### config.mk
export PLATFORM = sky130hd
export DESIGN_NAME = reg_file
export DESIGN_NICKNAME = d
export VERILOG_FILES = /design/src/rtl/reg_file.sv
export SDC_FILE = /design/constraint.sdc
export NUM_CORES = 2
export LEC_CHECK = 0
export ABC_AREA = 1
export BUFFER_PORTS_ARGS = -buffer_cell sky130_fd_sc_hd__buf_2
export CELL_PAD_IN_SITES_DETAIL_PLACEMENT = 0
export CELL_PAD_IN_SITES_GLOBAL_PLACEMENT = 1
export CORE_ASPECT_RATIO = 0.7
export CORE_MARGIN = 3
export CORE_UTILIZATION = 42
export DETAILED_ROUTE_END_ITERATION = 7
export PLACE_DENSITY = 0.78
export RECOVER_POWER = 50
export SLEW_MARGIN = 25
export SYNTH_ARGS = -nofsm -noshare
export SYNTH_HDL_FRONTEND = slang
export SYNTH_SLANG_ARGS = --single-unit
export TNS_END_PERCENT = 30
### constraint.sdc
create_clock -name clk -period 2.1 [get_ports clk]
set_input_delay 0.21 -clock clk [delete_from_list [all_inputs] [get_ports clk]]
set_output_delay 0.21 -clock clk [all_outputs]
set_load 0.005 [all_outputs]
### src/rtl/reg_file.sv
// reg_file: 32 x XLEN integer register file for the single-cycle RISC-V core.
// Two combinational read ports and one write port committed on the rising clk edge.
// x0 has no storage and always reads as zero.
// Optional build macro REGFILE_BYPASS_EN adds same-cycle write-to-read forwarding
// for the pipelined core variant. Storage, reset and write timing are unchanged by it.
module reg_file #(
  parameter int unsigned XLEN = 32,
  parameter int unsigned NREG = 32,
  parameter int unsigned AW   = 5
) (
  input  logic            clk,
  input  logic            rst_n,
  input  logic [AW-1:0]   rs1,
  input  logic [AW-1:0]   rs2,
  input  logic [AW-1:0]   rd,
  input  logic            we,
  input  logic [XLEN-1:0] wdata,
  output logic [XLEN-1:0] rdata1,
  output logic [XLEN-1:0] rdata2
);

  // Storage for x1..x(NREG-1). Index 0 is deliberately absent.
  logic [XLEN-1:0] regs [1:NREG-1];

  // One-hot per-register write enables. Index 0 has no enable, so writes to x0 are dropped.
  logic [NREG-1:1] wen;

  // Raw array reads before reset gating and forwarding.
  logic [XLEN-1:0] rd1_raw;
  logic [XLEN-1:0] rd2_raw;

  // Decode the write port into per-register enables.
  always_comb begin
    wen = '0;
    for (int unsigned i = 1; i < NREG; i++) begin
      wen[i] = we & (rd == AW'(i));
    end
  end

  // Register array: async clear on reset, otherwise a gated write on the rising edge.
  // The final else is unreachable for 0/1 enables. An unknown enable therefore
  // poisons the target register with X in simulation instead of holding it.
  always_ff @(posedge clk or negedge rst_n) begin
    if (!rst_n) begin
      for (int unsigned i = 1; i < NREG; i++) begin
        regs[i] <= '0;
      end
    end else begin
      for (int unsigned i = 1; i < NREG; i++) begin
        if (wen[i]) begin
          regs[i] <= wdata;
        end else if (!wen[i]) begin
          regs[i] <= regs[i];
        end else begin
          regs[i] <= 'x;
        end
      end
    end
  end

  // Combinational read muxes. Index 0 matches no entry and falls through to zero.
  always_comb begin
    rd1_raw = '0;
    rd2_raw = '0;
    for (int unsigned i = 1; i < NREG; i++) begin
      if (rs1 == AW'(i)) rd1_raw = regs[i];
      if (rs2 == AW'(i)) rd2_raw = regs[i];
    end
  end

`ifdef REGFILE_BYPASS_EN
  logic fwd1;
  logic fwd2;

  // Forward the in-flight write to a matching read port. x0 never matches.
  always_comb begin
    fwd1   = we && (rd != '0) && (rs1 == rd);
    fwd2   = we && (rd != '0) && (rs2 == rd);
    rdata1 = '0;
    rdata2 = '0;
    if (rst_n) begin
      rdata1 = fwd1 ? wdata : rd1_raw;
      rdata2 = fwd2 ? wdata : rd2_raw;
    end
  end
`else
  // Present the stored values. Reset forces both ports to zero while it is held.
  always_comb begin
    rdata1 = '0;
    rdata2 = '0;
    if (rst_n) begin
      rdata1 = rd1_raw;
      rdata2 = rd2_raw;
    end
  end
`endif

  // x0 must read as zero on both ports.
  a_x0_port1: assert property (@(posedge clk) (rs1 == '0) |-> (rdata1 == '0));
  a_x0_port2: assert property (@(posedge clk) (rs2 == '0) |-> (rdata2 == '0));

endmodule

==> flow_summary.ini <==
[floorplanning]
fp.dieW_um = 425
die_h_um = 299
core_region_area_um2 = 121000
die-area_um2 = 127000
start_util_pct = 42.7
io_pins = 114
fp-row-count = 106

[timing]
final_critical_path_setup_slack_ns = -1.60
period_needed_ns = 3.70
rsz0062_at_grt = true
tns_ns = -328.88
slew_viol_final = 0
setup_viol = 800
period_share_pct = 176
max_freq_mhz = 270
hold_slack_ns = 0.0484
skew_ns = 0
worst_pin_slew_ns = 1.43
slew_headroom_pct = 4.88
final-hold-violation-count = 0

[synth]
async_flop_share_pct = 100
ys_ff_latch = 992
synth_ff_type = dfrtp_1
synth_edf_count = 0
yosysWarnings = 0
ys_seq_area_share_pct = 48.2
yosysUniqueCellTypes = 26
synth_area_per_cell_um2 = 7.08
syn-cell-area_um2 = 51500
syn_inst = 7278
synth_fp_nets = 7328

[detailed_routing]
drc = 0
drt-met1-wl_mm = 90.3
ant_nets = 0
drt-wirelength-per-cell_um = 19.9
wl_met2_mm = 78.0
drt_pass1_iterations = 6
dr_total_vias = 50700
routed.top_layer = met4
via_per_inst = 5.41
drt_iter0_markers = 5926
wl_met3_mm = 14.3
routed_wl_mm = 187

[power_and_ir_drop]
p_sw_mw = 15.8
p_comb_share_pct = 16.0
p_int_mw = 37.0
vdd_drop_max_uv = 772
powerDensity_nw_per_um2 = 843
netSwitchingFraction_pct = 29.9
p_total_mw = 52.8
power_frac_clock_pct = 36.1
p_seq_share_pct = 47.9
p_leak_nw = 29.4

[finish]
final_nets = 7714
top_register = regs
synthToLayoutAreaGrowth_pct = 21.5
drive_gt1_share_pct = 15.7
final_common_cell = nand2_1
fin_cells = 9376
largest_register_ffs = 992
final_cell_mix = nand2_1, o21ai_0, dfrtp_1, inv_1, buf_4
largestRegisters = regs (992)

[setup_path]
critical_path_class = in -> out
crit_required_ns = 1.89
end_kind = output port
crit_path_start_kind = input pin
arrival_ns = 3.49
path_max_fanout = 36
r2r_cells = 4

[grt]
overflow = 0
grt_pass1_wl_mm = 290
grt_max_degree = 136
antenna_found_initial = 13
grt_pass1_vias = 48000
globalRouteTotalUtil_pct = 29.3

[clock_tree]
clock_sinks = 992
path_clk_slew_ns = 0.06
cts_tree = done
htree_levels = 3
clock_path_buffers = 3
cts-root-buf = clkbuf_16
clk_latency_ns = 0.71
numCtsBuffers = 103

[place]
gp_congestion = 0.909
dp_cells = 9177
portBuffers = 113
place_ws_ns = -1.46
dpl.hpwl_mm = 138

[hold_path]
hold_path_class = in -> reg
holdPathStages = 4

[status]
status = complete, but fails checks
violations = negative setup slack

[run]
cap_violations = 0
-- cell usage after synthesis, types with 2 or more instances --
cell / count / area (um^2)
buf_4: 3 / 22.5
nor3_2: 2 / 20.0
a21oi_1: 127 / 636
nand4_2: 2 / 25.0
nand2_1: 2717 / 10200
o21ai_0: 1140 / 5710
nand3_1: 145 / 726
dfrtp_1: 992 / 24800
nor2_2: 7 / 43.8
inv_1: 548 / 2060
clkinv_1: 3 / 11.3
nor3_1: 9 / 45.0
nor2_1: 591 / 2220
or2_0: 2 / 12.5
buf_1: 9 / 33.8
or2_2: 41 / 257
inv_2: 11 / 41.3
buf_2: 39 / 195
clkbuf_1: 452 / 1700
nand4_1: 432 / 2700
-- logic make-up (layout without fill, tap and decap cells) --
group	after synthesis	in the layout	share of synthesized area, %
AOI/OAI and AO/OA	1269	1269	12.3
and+or+nand+nor	3951	3951	31.6
other	0	9	0
buffers and inverters	1066	1535	7.90
DFF	992	992	48.2
-- layout make-up --
class	instances	area [um^2]
Antenna cell	9	22.5
Clock buffer	152	3020
Tap cell	1620	2030
Clock inverter	36	407
Inverter	562	2120
Multi-Input combinational cell	5220	23300
Sequential cell	992	24800
Timing Repair Buffer	785	6860
Fill cell	11800	58000
-- per-layer routing --
metal | vias up | track usage (%)
li1 | 24100 | -
met1 | 24600 | 45.2
met2 | 1730 | 42.3
met3 | 241 | 4.79
met4 | 0 | 7.29
met5 | - | 0
-- what timing repair did --
item                                   CTS  global route
hold buffers                             3             0
setup buffers                            2             0
gates resized for setup                116            72
endpoints found under the hold margin  399             0
pin swaps                               29            32
setup endpoints to repair               64            64
-- worst max-delay path: stages --
cell	delay, ns
buf_8	0.16
clkdlybuf4s25_1	0.29
dlygate4sd3_1	0.98
clkbuf_2	0.84
buf_12	0.29
o21ai_0	0.13
nor2_1	0.31
buf_2	0.21
-- metrics by stage --
step                      cell area, um^2  utilization [%]
final                               62600             51.9
after global routing                62600             51.9
after CTS                           62600             52.0
after detailed placement            58800             48.8
after global placement              58800             48.8
after floorplan                     51600                -
-- path summary, 6_finish.rpt --
| kind | startpoint | endpoint | slack (ns) |
|---|---|---|---|
| max reg2reg | regs[858]$_DFFE_PN0P_ | regs[858]$_DFFE_PN0P_ | 1.17 |
| max in group asynchronous | rst_n | regs[525]$_DFFE_PN0P_ | -0.48 |
| min in group asynchronous | rst_n | regs[490]$_DFFE_PN0P_ | 1.02 |
| min reg2reg | regs[138]$_DFFE_PN0P_ | regs[138]$_DFFE_PN0P_ | 0.48 |
| max | rst_n | rdata2[18] | -1.60 |
| min | wdata[1] | regs[961]$_DFFE_PN0P_ | 0.05 |
-- power by group through the flow --
stage	combinational, mW	sequential, mW	clock (mW)
floorplan	4.68	24.9	0
global placement	8.08	25.3	0
detailed placement	8.33	25.4	0
CTS	8.46	25.1	19.4
global route	9.72	25.7	20.1
finish	8.44	25.3	19.1
Note: power is estimated with default switching activity, not from simulation.
